**src/rtl/uart_tx_engine_cfg.sv**
```systemverilog
// rtl/uart_tx_engine_cfg.sv - configurable UART transmitter (5..MAX_DATA_BITS, N/E/O parity, 1/2 stop); optional line break via `UART_TX_BREAK_EN
module uart_tx_engine_cfg #(
  parameter int OVERSAMPLE    = 16,
  parameter int MAX_DATA_BITS = 9
) (
  input  logic                     clk,
  input  logic                     rst_n,
  input  logic                     baud_tick,
  input  logic [3:0]               cfg_data_bits,
  input  logic                     cfg_parity_en,
  input  logic                     cfg_parity_odd,
  input  logic                     cfg_stop2,
  input  logic                     tx_in_valid,
  output logic                     tx_in_ready,
  input  logic [MAX_DATA_BITS-1:0] tx_in_data,
  output logic                     uart_tx,
  output logic                     tx_busy,
  output logic                     tx_done
`ifdef UART_TX_BREAK_EN
  ,
  input  logic                     tx_break
`endif
);

  localparam int TW = $clog2(OVERSAMPLE);
  localparam logic [TW-1:0] TICK_LAST = TW'(OVERSAMPLE - 1);
  localparam logic [TW-1:0] TICK_ONE  = TW'(1);
  localparam logic [3:0]    MAX_NB    = 4'(MAX_DATA_BITS);

`ifdef UART_TX_BREAK_EN
  typedef enum logic [2:0] {S_IDLE, S_START, S_DATA, S_PARITY, S_STOP, S_BREAK} state_t;
`else
  typedef enum logic [2:0] {S_IDLE, S_START, S_DATA, S_PARITY, S_STOP} state_t;
`endif

  state_t                   r_state;
  state_t                   w_state_next;
  logic [TW-1:0]            r_tick_cnt;
  logic [MAX_DATA_BITS-1:0] r_shift;
  logic [MAX_DATA_BITS-1:0] w_shift_next;
  logic [3:0]               r_bit_cnt;
  logic [3:0]               r_nbits;
  logic                     r_par_en;
  logic                     r_par_bit;
  logic                     r_stop2;
  logic                     r_stop_cnt;
  logic                     r_uart_tx;
  logic                     r_tx_done;
  logic                     w_tx_next;
  logic                     w_done_next;
  logic                     w_bit_end;
  logic                     w_ready;
  logic                     w_fire;
  logic                     w_brk_in;
  logic [3:0]               w_nbits;
  logic                     w_par_calc;
`ifdef UART_TX_BREAK_EN
  logic                     r_no_done;
  assign w_brk_in = tx_break;
`else
  assign w_brk_in = 1'b0;
`endif

  assign w_bit_end   = baud_tick && (r_tick_cnt == TICK_LAST);
  assign w_ready     = (r_state == S_IDLE) && !r_tx_done && !w_brk_in;
  assign w_fire      = tx_in_valid && w_ready;
  assign tx_in_ready = w_ready;
  assign uart_tx     = r_uart_tx;
  assign tx_busy     = (r_state != S_IDLE);
  assign tx_done     = r_tx_done;

  // Clamp the requested width and compute the parity of the bits actually sent
  always_comb begin
    w_nbits = cfg_data_bits;
    if (cfg_data_bits < 4'd5) w_nbits = 4'd5;
    else if (cfg_data_bits > MAX_NB) w_nbits = MAX_NB;
    w_par_calc = cfg_parity_odd;
    for (int i = 0; i < MAX_DATA_BITS; i++) begin
      if (i < int'(w_nbits)) w_par_calc = w_par_calc ^ tx_in_data[i];
    end
  end

  // Next state, next shift register and the registered line level for the next cycle
  always_comb begin
    w_state_next = r_state;
    w_shift_next = r_shift;
    w_done_next  = 1'b0;
    case (r_state)
      S_IDLE: begin
`ifdef UART_TX_BREAK_EN
        if (tx_break) w_state_next = S_BREAK;
        else
`endif
        if (w_fire) begin
          w_state_next = S_START;
          w_shift_next = tx_in_data;
        end
      end
      S_START:  if (w_bit_end) w_state_next = S_DATA;
      S_DATA: begin
        if (w_bit_end) begin
          w_shift_next = r_shift >> 1;
          if (r_bit_cnt == r_nbits - 4'd1) w_state_next = r_par_en ? S_PARITY : S_STOP;
        end
      end
      S_PARITY: if (w_bit_end) w_state_next = S_STOP;
      S_STOP: begin
        if (w_bit_end && (!r_stop2 || r_stop_cnt)) begin
          w_state_next = S_IDLE;
`ifdef UART_TX_BREAK_EN
          w_done_next  = !r_no_done;
`else
          w_done_next  = 1'b1;
`endif
        end
      end
`ifdef UART_TX_BREAK_EN
      S_BREAK:  if (!tx_break) w_state_next = S_STOP;
`endif
      default:  w_state_next = S_IDLE;
    endcase
    case (w_state_next)
      S_START:  w_tx_next = 1'b0;
      S_DATA:   w_tx_next = w_shift_next[0];
      S_PARITY: w_tx_next = r_par_bit;
`ifdef UART_TX_BREAK_EN
      S_BREAK:  w_tx_next = 1'b0;
`endif
      default:  w_tx_next = 1'b1;
    endcase
  end

  // State register
  always_ff @(posedge clk) begin
    if (!rst_n) r_state <= S_IDLE;
    else        r_state <= w_state_next;
  end

  // Line/handshake outputs, tick counter and per-frame latched configuration
  always_ff @(posedge clk) begin
    if (!rst_n) begin
      r_shift    <= '0;
      r_uart_tx  <= 1'b1;
      r_tx_done  <= 1'b0;
      r_tick_cnt <= '0;
      r_bit_cnt  <= '0;
      r_nbits    <= '0;
      r_par_en   <= 1'b0;
      r_par_bit  <= 1'b0;
      r_stop2    <= 1'b0;
      r_stop_cnt <= 1'b0;
`ifdef UART_TX_BREAK_EN
      r_no_done  <= 1'b0;
`endif
    end else begin
      r_shift   <= w_shift_next;
      r_uart_tx <= w_tx_next;
      r_tx_done <= w_done_next;
`ifdef UART_TX_BREAK_EN
      if (r_state == S_IDLE || r_state == S_BREAK) r_tick_cnt <= '0;
`else
      if (r_state == S_IDLE) r_tick_cnt <= '0;
`endif
      else if (baud_tick) r_tick_cnt <= w_bit_end ? '0 : r_tick_cnt + TICK_ONE;
      if (w_fire) begin
        r_nbits    <= w_nbits;
        r_par_en   <= cfg_parity_en;
        r_par_bit  <= w_par_calc;
        r_stop2    <= cfg_stop2;
        r_bit_cnt  <= '0;
        r_stop_cnt <= 1'b0;
`ifdef UART_TX_BREAK_EN
        r_no_done  <= 1'b0;
`endif
      end
      if (r_state == S_DATA && w_bit_end) r_bit_cnt <= r_bit_cnt + 4'd1;
      if (r_state == S_STOP && w_bit_end) r_stop_cnt <= 1'b1;
`ifdef UART_TX_BREAK_EN
      // Break release reuses the stop state as a single silent mark period
      if (r_state == S_BREAK) begin
        r_stop2    <= 1'b0;
        r_stop_cnt <= 1'b0;
        r_no_done  <= 1'b1;
      end
`endif
    end
  end

endmodule

```
**config.mk**
```make
export PLATFORM = sky130hd
export DESIGN_NAME = uart_tx_engine_cfg
export DESIGN_NICKNAME = d
export VERILOG_FILES = /design/src/rtl/uart_tx_engine_cfg.sv
export SDC_FILE = /design/constraint.sdc
export NUM_CORES = 1
export LEC_CHECK = 0
export ABC_AREA = 1
export CAP_MARGIN = 20
export CORE_ASPECT_RATIO = 1.1
export CORE_MARGIN = 2
export CORE_UTILIZATION = 54
export DETAILED_ROUTE_END_ITERATION = 6
export GPL_ROUTABILITY_DRIVEN = 0
export HOLD_SLACK_MARGIN = 0.05
export PLACE_DENSITY = 0.79
export REMOVE_ABC_BUFFERS = 1
export SLEW_MARGIN = 20
export SYNTH_ARGS = -nofsm -noshare
export SYNTH_HDL_FRONTEND = slang
export SYNTH_SLANG_ARGS = --single-unit
```
**constraint.sdc**
```tcl
create_clock -name clk -period 1.75 [get_ports clk]
set_input_delay 0.175 -clock clk [delete_from_list [all_inputs] [get_ports clk]]
set_output_delay 0.175 -clock clk [all_outputs]
set_load 0.01 [all_outputs]
```
==> run summary <==
R2R Path Start -> r_nbits[0]$_SDFFE_PN0P_
Tot Pwr -> 1.74 mW
Hold Crit Endpoint -> r_par_en$_SDFFE_PN0P_
chip height -> 62.6 um
Initial Util -> 55.8%
Synth Cell Area -> 1690 um2
worst path required time -> 1.57 ns
largest cells by area after synthesis -> dfxtp_1 (36%), nand2_1 (16%), inv_1 (6.9%)
Synth Warn # -> 0
final setup fails -> 0
number of synthesized register bits -> 30
FILL cells -> 266
min-delay worst type -> input port to flip-flop
area delta synth->final -> 25.8%
Inst Count DP -> 301
largest net degree at the start of global routing -> 12
status -> complete, no violations
Slew @ Worst Pin -> 0.263 ns
vias per inst -> 5.21
CP Launch Type -> flip-flop
# rows -> 21
RSZ-0062 raised after global routing -> false
via count -> 1,625
R2R Setup Slk -> 0.14 ns
Cell Area, Placed -> 1970 um2
first-iteration detailed-routing DRC count -> 47
CTS root buffer -> clkbuf_4
final setup TNS -> 0 ns
antenna violations before repair -> 0
Final Max Tran Viols -> 0
power density over the cells -> 819 nW/um2
most instantiated cells after synthesis -> nand2_1 (70), inv_1 (31), dfxtp_1 (30)
non-filler cells, final -> 312
TritonCTS clock tree -> done
drc violations -> 0
GR Overflow Total -> 0
min-delay src -> cfg_parity_en
DRT Wirelength -> 3570 um
Final HPWL DP -> 2780 um
Post-synth top flop -> dfxtp_1
worst flop-to-flop path endpoint -> uart_tx$_SDFF_PN1_
EDFF count, synth -> 0
Core Region -> 3020 um2
PortBufs -> 23
clk slew on worst S/H paths -> 0.10 ns
post-synthesis sequential area ratio -> 35.6%
H-Tree Depth -> 2
DR WL/cell -> 11.4 um
clk_lat worst skew -> 0.33 ns
# Max-Cap Violations -> 0
vias in the first global route -> 1,553
Hold-fix buffers, CTS -> 0
Final Skew -> 0.00533 ns
mean post-synth cell area -> 6.96 um2
Max Buffers Root-to-Sink -> 2
Leakage -> 1.02 nW
crit path time final -> 1.67 ns
Async S/R FF share, synth -> 0%
Worst Path Arrival -> 1.50 ns
die area -> 3580 um2
Total Routing Usage GR -> 22.9%
Setup crit end kind -> output pin
First-pass DRT Iterations -> 4
Setup CP Type -> flip-flop to output pin
final hold violations -> 0
antenna viol nets, final -> 0
I/O Pins -> 24
Synth Instances -> 242
Layout Nets -> 300
Crit Path Max Fanout -> 6
top cell type's share of synthesized area -> 35.6%
achievable frequency -> 599 MHz
chip width -> 57.3 um
Final Cycle Share -> 95.4%
first-pass GRT wire length -> 6530 um
CTS sink cnt -> 30
diode count -> 0
Slew headroom -> 82.3%
fin area -> 2120 um2
Yosys cell types -> 35
cell taking the most area after synthesis -> dfxtp_1
Worst IR Drop VDD -> 0.993 mV
layout cell share with drive strength beyond 1 -> 13.7%
worst reg-to-reg path cell count -> 12
hold path cells -> 3
Finished Core Util -> 70.2%
CTS buffer count -> 5
count leader, synth -> nand2_1
## report_power, final
part	internal [mW]	switching (mW)	total, mW
clock network	0.484	0.246	0.730
registers	0.713	0.0171	0.730
logic	0.126	0.151	0.278
## metal layers
layer  global-route usage (%)  vias up  wire [um]
met5                        0        -          0
met2                     39.5       17       1810
li1                         -      860          -
met1                     27.1      743       1610
met3                     6.83        5        107
met4                     6.98        0         38
## placed cells by master (no fill, tap or decap), types with 5 or more instances in the layout
cell type / n
a21oi_1: 20
a22oi_1: 6
buf_4: 11
clkbuf_4: 5
clkdlybuf4s50_1: 22
dfxtp_1: 28
inv_1: 31
nand2_1: 70
nand3_1: 19
nor2_1: 12
o21ai_0: 8
## layout make-up
cell class	count	area [um2]	share of cell area, %
Tap cell	34	42.5	2.01
Timing Repair Buffer	34	315	14.9
Clock buffer	6	51.3	2.42
Clock inverter	2	60.1	2.83
Sequential cell	30	603	28.4
Multi-Input combinational cell	169	910	42.9
Inverter	37	139	6.55
## per-stage QoR
stage | setup slack [ns] | hold slack, ns
final | 0.0796 | 0.391
after global routing | 0.00962 | 0.386
after CTS | 0.0161 | 0.393
after detailed placement | 0.0764 | 0.448
after global placement | 0.104 | 0.443
after floorplan | 0.242 | 0.271
## what timing repair did
| action | in CTS | in global routing |
|---|---|---|
| resized for setup | 0 | 5 |
| setup buffers | 0 | 3 |
| setup endpoints to repair | 1 | 3 |
| pin swaps | 1 | 3 |
## worst max-delay path, stage by stage, from the launching register on
cell and delay (ns):
dfxtp_1 0.40, inv_2 0.10, nand2_1 0.11, clkdlybuf4s50_1 0.55
## cells by family (layout without fill, tap and decap cells)
kind of cell,Yosys count,after routing,synth area share [%]
compound gates,42,42,14.6
fa+ha+maj,3,3,2.23
mux,1,1,0.594
flops,30,30,35.6
simple gates,121,121,35.1
buf+inv,43,79,10.8
xor+xnor,2,2,1.04
## sequential cells by signal (all words and copies together), names as in the netlist
| signal | cells |
|---|---|
| r_stop_cnt | 1 |
| r_tick_cnt | 4 |
| r_stop2 | 1 |
| r_state | 3 |
| r_shift | 9 |
| r_par_en | 1 |
| r_par_bit | 1 |
| uart_tx | 1 |
| tx_done | 1 |
| r_bit_cnt | 4 |
| r_nbits | 4 |
## how the worst max path moves through the flow
stage	start	depth (start not counted)	to	slack, ns
after floorplan	r_nbits[0]$_SDFFE_PN0P_	12	uart_tx$_SDFF_PN1_	0.24
after global placement	baud_tick	10	uart_tx$_SDFF_PN1_	0.10
after detailed placement	baud_tick	10	uart_tx$_SDFF_PN1_	0.08
after CTS	r_state[0]$_SDFF_PN0_	4	tx_in_ready	0.02
after global routing	r_nbits[0]$_SDFFE_PN0P_	12	uart_tx$_SDFF_PN1_	0.01
final	r_state[2]$_SDFF_PN0_	3	tx_busy	0.08
No activity file was read; power rests on OpenSTA's default activity.
